**config.mk**
```make
export PLATFORM = sky130hd
export DESIGN_NAME = instr_register_ctrl
export DESIGN_NICKNAME = d
export VERILOG_FILES = /design/src/rtl/instr_register_ctrl.sv
export SDC_FILE = /design/constraint.sdc
export NUM_CORES = 1
export LEC_CHECK = 0
export CAP_MARGIN = 25
export CORE_MARGIN = 2
export CORE_UTILIZATION = 50
export CTS_CLUSTER_SIZE = 25
export DETAILED_ROUTE_END_ITERATION = 10
export DONT_BUFFER_PORTS = 1
export PLACE_DENSITY = 0.77
export REMOVE_ABC_BUFFERS = 1
export SETUP_SLACK_MARGIN = 0.15
export SYNTH_ARGS = -nofsm -noshare
export SYNTH_HDL_FRONTEND = slang
export SYNTH_SLANG_ARGS = --single-unit
```
**constraint.sdc**
```tcl
create_clock -name clk_i -period 3.9 [get_ports clk_i]
set_clock_uncertainty 0.1 [all_clocks]
set_input_delay 0.78 -clock clk_i [delete_from_list [all_inputs] [get_ports clk_i]]
set_output_delay 0.78 -clock clk_i [all_outputs]
set_load 0.03 [all_outputs]
```
**src/rtl/instr_register_ctrl.sv**
```systemverilog
// Write/read sequencer for the instruction register: round-robin arbitration of two producers
// onto one write port, FIFO-ordered reads and occupancy tracking.
module instr_register_ctrl #(
    parameter int DEPTH = 32,
    parameter int AW    = $clog2(DEPTH),
    parameter int OPW   = 32,
    parameter int OPCW  = 4
) (
    input  logic                   clk_i,
    input  logic                   reset_i,
    input  logic                   flush_i,
    input  logic                   wr0_req_i,
    input  logic signed [OPW-1:0]  wr0_op_a_i,
    input  logic signed [OPW-1:0]  wr0_op_b_i,
    input  logic        [OPCW-1:0] wr0_opc_i,
    output logic                   wr0_gnt_o,
    input  logic                   wr1_req_i,
    input  logic signed [OPW-1:0]  wr1_op_a_i,
    input  logic signed [OPW-1:0]  wr1_op_b_i,
    input  logic        [OPCW-1:0] wr1_opc_i,
    output logic                   wr1_gnt_o,
    input  logic                   rd_req_i,
    output logic                   rd_gnt_o,
    output logic                   rd_valid_o,
    output logic                   load_en_o,
    output logic        [AW-1:0]   write_pointer_o,
    output logic signed [OPW-1:0]  operand_a_o,
    output logic signed [OPW-1:0]  operand_b_o,
    output logic        [OPCW-1:0] opcode_o,
    output logic        [AW-1:0]   read_pointer_o,
    output logic        [AW:0]     count_o,
    output logic                   full_o,
    output logic                   empty_o
);

    localparam logic [AW:0] DEPTH_C = (AW+1)'(DEPTH);

    logic                   busy_s, full_s, empty_s, arb_sel1_s;
    logic                   wr0_gnt_s, wr1_gnt_s, wr_hs_s, rd_gnt_s;

    logic        [AW-1:0]   wr_ptr_q, wr_ptr_d, rd_ptr_q, rd_ptr_d;
    logic                   rr_last_q, rr_last_d;
    logic        [AW:0]     count_q, count_d;
    logic                   load_en_q, load_en_d, rd_valid_q, rd_valid_d;
    logic        [AW-1:0]   write_pointer_q, write_pointer_d;
    logic        [AW-1:0]   read_pointer_q, read_pointer_d;
    logic signed [OPW-1:0]  operand_a_q, operand_a_d, operand_b_q, operand_b_d;
    logic        [OPCW-1:0] opcode_q, opcode_d;

    // Handshake decode; rr_last_q=1 means producer 1 won the last grant, so producer 0 wins next tie
    always_comb begin
        busy_s     = reset_i | flush_i;
        full_s     = (count_q == DEPTH_C);
        empty_s    = (count_q == (AW+1)'(0));
        arb_sel1_s = wr1_req_i & (~wr0_req_i | ~rr_last_q);
        wr0_gnt_s  = wr0_req_i & ~arb_sel1_s & ~full_s & ~busy_s;
        wr1_gnt_s  = wr1_req_i &  arb_sel1_s & ~full_s & ~busy_s;
        wr_hs_s    = wr0_gnt_s | wr1_gnt_s;
        rd_gnt_s   = rd_req_i & ~empty_s & ~busy_s;
    end

    // Next-state for pointers, occupancy, arbiter state and the registered write/read outputs
    always_comb begin
        wr_ptr_d        = wr_ptr_q;
        rd_ptr_d        = rd_ptr_q;
        rr_last_d       = rr_last_q;
        count_d         = count_q;
        load_en_d       = 1'b0;
        rd_valid_d      = 1'b0;
        write_pointer_d = write_pointer_q;
        read_pointer_d  = read_pointer_q;
        operand_a_d     = operand_a_q;
        operand_b_d     = operand_b_q;
        opcode_d        = opcode_q;

        if (flush_i) begin
            // Flush clears everything except the fairness state
            wr_ptr_d        = AW'(0);
            rd_ptr_d        = AW'(0);
            count_d         = (AW+1)'(0);
            write_pointer_d = AW'(0);
            read_pointer_d  = AW'(0);
            operand_a_d     = OPW'(0);
            operand_b_d     = OPW'(0);
            opcode_d        = OPCW'(0);
        end else begin
            if (wr0_gnt_s) begin
                load_en_d       = 1'b1;
                write_pointer_d = wr_ptr_q;
                wr_ptr_d        = wr_ptr_q + AW'(1);
                operand_a_d     = wr0_op_a_i;
                operand_b_d     = wr0_op_b_i;
                opcode_d        = wr0_opc_i;
                rr_last_d       = 1'b0;
            end else if (wr1_gnt_s) begin
                load_en_d       = 1'b1;
                write_pointer_d = wr_ptr_q;
                wr_ptr_d        = wr_ptr_q + AW'(1);
                operand_a_d     = wr1_op_a_i;
                operand_b_d     = wr1_op_b_i;
                opcode_d        = wr1_opc_i;
                rr_last_d       = 1'b1;
            end else begin
                load_en_d       = 1'b0;
            end

            if (rd_gnt_s) begin
                rd_valid_d     = 1'b1;
                read_pointer_d = rd_ptr_q;
                rd_ptr_d       = rd_ptr_q + AW'(1);
            end else begin
                rd_valid_d     = 1'b0;
            end

            case ({wr_hs_s, rd_gnt_s})
                2'b10:   count_d = count_q + (AW+1)'(1);
                2'b01:   count_d = count_q - (AW+1)'(1);
                default: count_d = count_q;
            endcase
        end
    end

    // State register with synchronous reset; producer 0 wins the first contested grant
    always_ff @(posedge clk_i) begin
        if (reset_i) begin
            wr_ptr_q        <= AW'(0);
            rd_ptr_q        <= AW'(0);
            rr_last_q       <= 1'b1;
            count_q         <= (AW+1)'(0);
            load_en_q       <= 1'b0;
            rd_valid_q      <= 1'b0;
            write_pointer_q <= AW'(0);
            read_pointer_q  <= AW'(0);
            operand_a_q     <= OPW'(0);
            operand_b_q     <= OPW'(0);
            opcode_q        <= OPCW'(0);
        end else begin
            wr_ptr_q        <= wr_ptr_d;
            rd_ptr_q        <= rd_ptr_d;
            rr_last_q       <= rr_last_d;
            count_q         <= count_d;
            load_en_q       <= load_en_d;
            rd_valid_q      <= rd_valid_d;
            write_pointer_q <= write_pointer_d;
            read_pointer_q  <= read_pointer_d;
            operand_a_q     <= operand_a_d;
            operand_b_q     <= operand_b_d;
            opcode_q        <= opcode_d;
        end
    end

    assign wr0_gnt_o       = wr0_gnt_s;
    assign wr1_gnt_o       = wr1_gnt_s;
    assign rd_gnt_o        = rd_gnt_s;
    assign rd_valid_o      = rd_valid_q;
    assign load_en_o       = load_en_q;
    assign write_pointer_o = write_pointer_q;
    assign operand_a_o     = operand_a_q;
    assign operand_b_o     = operand_b_q;
    assign opcode_o        = opcode_q;
    assign read_pointer_o  = read_pointer_q;
    assign count_o         = count_q;
    assign full_o          = full_s;
    assign empty_o         = empty_s;

endmodule

```
==> results of run 1 <==
[flip-flops by register name (all words and copies together), names as in the netlist]
name and count:
wr_ptr_q 5, count_o 6, write_pointer_o 5, rd_valid_o 1, read_pointer_o 5, operand_a_o 32
rd_ptr_q 5, opcode_o 4, load_en_o 1, operand_b_o 32, rr_last_q 1
[per-layer routing]
metal / wire length [µm] / part of all wire / up-vias / global-route usage
li1: - / - / 2037 / -
met1: 5031 / 0.39 / 2012 / 0.3123
met2: 6328 / 0.49 / 221 / 0.4049
met3: 1266 / 0.098 / 23 / 0.08217
met4: 271 / 0.021 / 0 / 0.08957
met5: 0 / 0 / - / 0
[logic make-up after synthesis]
kind of cell             share of synthesized area
multiplexers                               0.01527
flip-flops                                  0.4232
AND/OR/NAND/NOR                             0.1609
AO/OA/AOI/OAI                               0.2888
buffers and inverters                      0.07881
adder cells (fa/ha/maj)                    0.02345
XOR/XNOR                                  0.009544
[worst max-delay path, cell delays in order (launching register included)]
cell     delay, ns
dfxtp_1       0.46
or4_1         0.68
o31ai_1       0.33
nor2_1        0.10
ha_1          0.33
ha_1          0.25
or4b_2        0.65
a21o_1        0.19
and4_1        0.17
o21a_1        0.18
[area by class of cell]
type / instances / area (µm²) / share of cell area
clock buffers: 9 / 123.9 / 0.02607
repair buffers: 15 / 125.1 / 0.02634
clock inverters: 5 / 81.33 / 0.01712
inverters: 7 / 31.28 / 0.006584
multi-input cells: 388 / 2312 / 0.4867
flip-flops and latches: 97 / 1942 / 0.4087
well taps: 108 / 135.1 / 0.02844
[worst paths after layout]
path,startpoint,to,slack (ns)
hold reg to reg,wr_ptr_q[4],write_pointer_o[4],0.36
setup reg to reg,count_o[1],count_o[5],0.35
setup / recovery,count_o[1],count_o[5],0.35
hold / removal,wr_ptr_q[4],write_pointer_o[4],0.36
[metrics by stage]
stage / setup slack (ns) / instance area, µm²
6_report: 0.3514 / 4751
5_1_grt: 0.1771 / 4751
4_1_cts: 0.3850 / 4751
3_5_place_dp: 0.4080 / 4546
3_3_place_gp: 0.4940 / 4546
2_1_floorplan: -6.381 / 4258
[where the power goes]
| group | internal, mW | switching, mW | total [mW] |
|---|---|---|---|
| sequential | 1.01 | 0.0615 | 1.08 |
| combinational | 0.0477 | 0.109 | 0.157 |
| clock | 0.356 | 0.341 | 0.697 |
[cell usage in the layout, fill, tap and decap left out, types with 3 or more instances in the layout]
master and instances:
nand2_1 14, a31oi_1 69, nor2b_1 3, nand3_1 3, nor2_1 21, buf_4 14, o21ai_0 96, or3_1 3
mux2i_1 7, a21oi_1 12, clkbuf_8 9, xor2_1 4, inv_1 5, o21a_1 4, dfxtp_1 97, o21ai_1 43
nand4_1 70, ha_1 7
==> impl_metrics.ini, run 1 <==
[die]
die_h_um = 99.80
die_x_um = 99.80
initial_core_util = 0.5210
fp.coreArea_mm2 = 0.008806
die_area_mm2 = 0.009959
num_rows = 34
pin_count = 233

[global_route]
grt_pass1_vias = 3960
grt_max_degree = 92
grt_pass1_wl_mm = 20.24
gr-total-overflow = 0
grt_usage = 0.2497
antenna_found_initial = 0

[route]
routed_wl_mm = 12.90
drt_iter0_drc = 181
drt_first_pass_iters = 6
postRouteAntennaNets = 0
drc = 0
vias = 4293
avgViaCountPerCell = 6.825
post_drt_wl_per_cell_um = 20.50

[place]
place_congestion = 0.8035
numPlacedInstances = 615
hpwl_mm = 8.793
portBuffers = 0

[cells_and_area]
syn2layout_area_growth_pct = 3.545
drive_gt1_frac = 0.07486
stdcell_count = 629
fin_util = 0.5395
diodes = 0
fill_cells = 827
layout.nets = 668

[pwr]
power_density_mw_per_mm2 = 406.0
p_leak_nw = 1.596
ir_drop_mv = 0.2024
power_mw = 1.929

[cts]
cts_setup_buffers = 0
clk_pin_slew_ns = 0.09
htreeDepth = 3
cts_buffers = 9
ctsResizeCount = 0
cts_tree = yes
cts-root-buf = clkbuf_8
cts_buffer_depth = 2
clock_sinks = 97
cts_hold_buf = 0
clk_latency_ns = 0.35

[min_path]
holdPathStages = 2
hold_class = reg -> reg

[timing]
tns_ns = 0
finalSetupViolations = 0
hold_viol_final = 0
fmax_mhz = 281.8
hold_slack_ns = 0.3597
worstMarginPinSlew_ns = 0.8639
fin_crit_sh = 0.9099
slew_violations = 0
grt_setup_unrepaired = no
slew_headroom = 0.4228
period_needed_ns = 3.549

[synthesis]
yosysTopAreaCellShare = 0.4232
yosysTopAreaCell = dfxtp_1
syn_area_per_cell_um2 = 8.208
ys_ff_latch = 97
ys_warn_count = 0
synth.most_common_cell = dfxtp_1
async_flop_share = 0
yosysSeqAreaShare = 0.4232
yosys-top-cells-count = dfxtp_1 (97), o21ai_0 (96), nand4_1 (70), a31oi_1 (69), clkbuf_1 (48)
synth.distinct_cells = 43
synth.area.top_cells = dfxtp_1 (42%), o21ai_0 (10%), nand4_1 (9.5%)
synth-edff-count = 0
syn_inst = 559
yosys_most_used_dff = dfxtp_1
syn-cell-area_mm2 = 0.004588

[worst_setup_path]
end_kind = flip-flop
arrival_ns = 3.69
r2r_cells = 9
crit_path_max_fanout = 9
required_ns = 4.04
startpoint_type = flip-flop
crit_type = reg -> reg

[run]
maxCapViolations = 0

[run_status]
status = finished, final reports clean
(Power assumes the default switching activity.)
==> inputs of run 2 (changes only) <==
--- a/config.mk
+++ b/config.mk
@@ -5,13 +5,14 @@
 export SDC_FILE = /design/constraint.sdc
 export NUM_CORES = 1
 export LEC_CHECK = 0
-export CAP_MARGIN = 25
+export CAP_MARGIN = 5
 export CORE_MARGIN = 2
 export CORE_UTILIZATION = 50
 export CTS_CLUSTER_SIZE = 25
 export DETAILED_ROUTE_END_ITERATION = 10
 export DONT_BUFFER_PORTS = 1
 export PLACE_DENSITY = 0.77
+export RECOVER_POWER = 25
 export REMOVE_ABC_BUFFERS = 1
 export SETUP_SLACK_MARGIN = 0.15
 export SYNTH_ARGS = -nofsm -noshare
==> results of run 2 <==
The final DEF is identical to that of run 1; final timing and power are the same.
==> inputs of run 3 (changes only) <==
--- a/config.mk
+++ b/config.mk
@@ -7,11 +7,10 @@
 export LEC_CHECK = 0
 export CAP_MARGIN = 5
 export CORE_MARGIN = 2
-export CORE_UTILIZATION = 50
+export CORE_UTILIZATION = 40
 export CTS_CLUSTER_SIZE = 25
 export DETAILED_ROUTE_END_ITERATION = 10
-export DONT_BUFFER_PORTS = 1
-export PLACE_DENSITY = 0.77
+export PLACE_DENSITY = 0.92
 export RECOVER_POWER = 25
 export REMOVE_ABC_BUFFERS = 1
 export SETUP_SLACK_MARGIN = 0.15
==> impl_metrics.ini, run 3 (synthesis results as in run 1) <==
[cells_and_area]
fill_cells = 951
layout.nets = 898
diodes = 0
syn2layout_area_growth_pct = 57.84
final_common_cell = clkdlybuf4s50_1
fin_util = 0.6397
final_cell_mix = clkdlybuf4s50_1 (193), dfxtp_1 (97), o21ai_0 (96)
final_area_mm2 = 0.007242
drive_gt1_frac = 0.05312

[run_status]
status = finished, final reports clean

[cts]
cts_buffer_depth = 2
cts-root-buf = clkbuf_16
cts_setup_buffers = 0
clock_sinks = 97
cts_buffers = 9
cts_hold_buf = 0
ctsResizeCount = 0
cts_tree = yes
clk_latency_ns = 0.33
clk_pin_slew_ns = 0.07
htreeDepth = 3

[route]
drt_first_pass_iters = 5
drt_iter0_drc = 357
routed_wl_mm = 14.90
drc = 0
vias = 5223
post_drt_wl_per_cell_um = 16.63
avgViaCountPerCell = 5.829
postRouteAntennaNets = 0

[global_route]
antenna_found_initial = 0
grt_pass1_vias = 4922
grt_max_degree = 94
grt_usage = 0.2377
grt_pass1_wl_mm = 24.70
gr-total-overflow = 0

[timing]
hold_viol_final = 0
hold_slack_ns = 0.3488
fmax_mhz = 281.7
grt_setup_unrepaired = no
fin_crit_sh = 0.9104
tns_ns = 0
period_needed_ns = 3.550
finalSetupViolations = 0
slew_violations = 0
slew_headroom = 0.2692
worstMarginPinSlew_ns = 1.096

[worst_setup_path]
required_ns = 3.02
startpoint_type = flip-flop
worstPathCellList = or4_1 -> or3_2 -> nand3_1 -> a21oi_1 -> clkdlybuf4s50_1
arrival_ns = 2.67
end_kind = primary output
cpPeakStageDelay_ns = 0.65
crit_type = reg -> out
critPathSlowestCell = or4_1
r2r_cells = 9
crit_path_max_fanout = 6

[die]
pin_count = 233
die_h_um = 111.1
initial_core_util = 0.4053
fp.coreArea_mm2 = 0.01132
die_x_um = 111.1
die_area_mm2 = 0.01234
num_rows = 39

[pwr]
power_mw = 2.500
ir_drop_mv = 0.2445
power_density_mw_per_mm2 = 345.1
p_leak_nw = 2.638

[place]
hpwl_mm = 9.527
placed_cell_area_mm2 = 0.006879
portBuffers = 232
place_congestion = 0.8720

[min_path]
holdPathStages = 2
hold_class = reg -> reg

[run]
maxCapViolations = 0
-- run 3: path summary, 6_finish.rpt --
kind	start	to	slack (ns)
min	write_pointer_o[4]	write_pointer_o[4]	0.35
max	count_o[0]	wr1_gnt_o	0.35
max reg2reg	count_o[0]	count_o[5]	0.47
min reg2reg	write_pointer_o[4]	write_pointer_o[4]	0.35
-- run 3: cell type report --
type | count | area (µm²) | share of cell area
Multi-Input combinational cell | 388 | 2312 | 0.3193
Clock inverter | 7 | 141.4 | 0.01952
Inverter | 7 | 31.28 | 0.004319
Timing Repair Buffer | 245 | 2411 | 0.3329
Clock buffer | 9 | 225.2 | 0.03110
Tap cell | 143 | 178.9 | 0.02471
Sequential cell | 97 | 1942 | 0.2681
-- run 3: through the flow --
step / std cells / setup slack (ns)
CTS: 896 / 0.3284
global route: 896 / 0.2394
finish: 896 / 0.3496
floorplan: 492 / -6.381
detailed placement: 880 / 0.2668
global placement: 880 / 0.3253
-- run 3: routing by layer --
metal  track usage  vias to the layer above  wire length [µm]
li1              -                     2516                 -
met1        0.2965                     2454              6241
met2        0.4049                      228              7195
met3       0.05303                       25              1123
met5             0                        -                 0
met4       0.08395                        0               343
-- run 3: worst max-delay path, delay by kind of cell (launching register included) --
family	cells	cell delay, ns
compound gates	1	0.05
simple gates	3	1.33
buf+inv	1	0.59
flops	1	0.36
-- run 3: report_power, final --
| group | internal (mW) | switching, mW |
|---|---|---|
| clock network | 0.693 | 0.394 |
| registers | 1.01 | 0.0125 |
| logic | 0.200 | 0.186 |
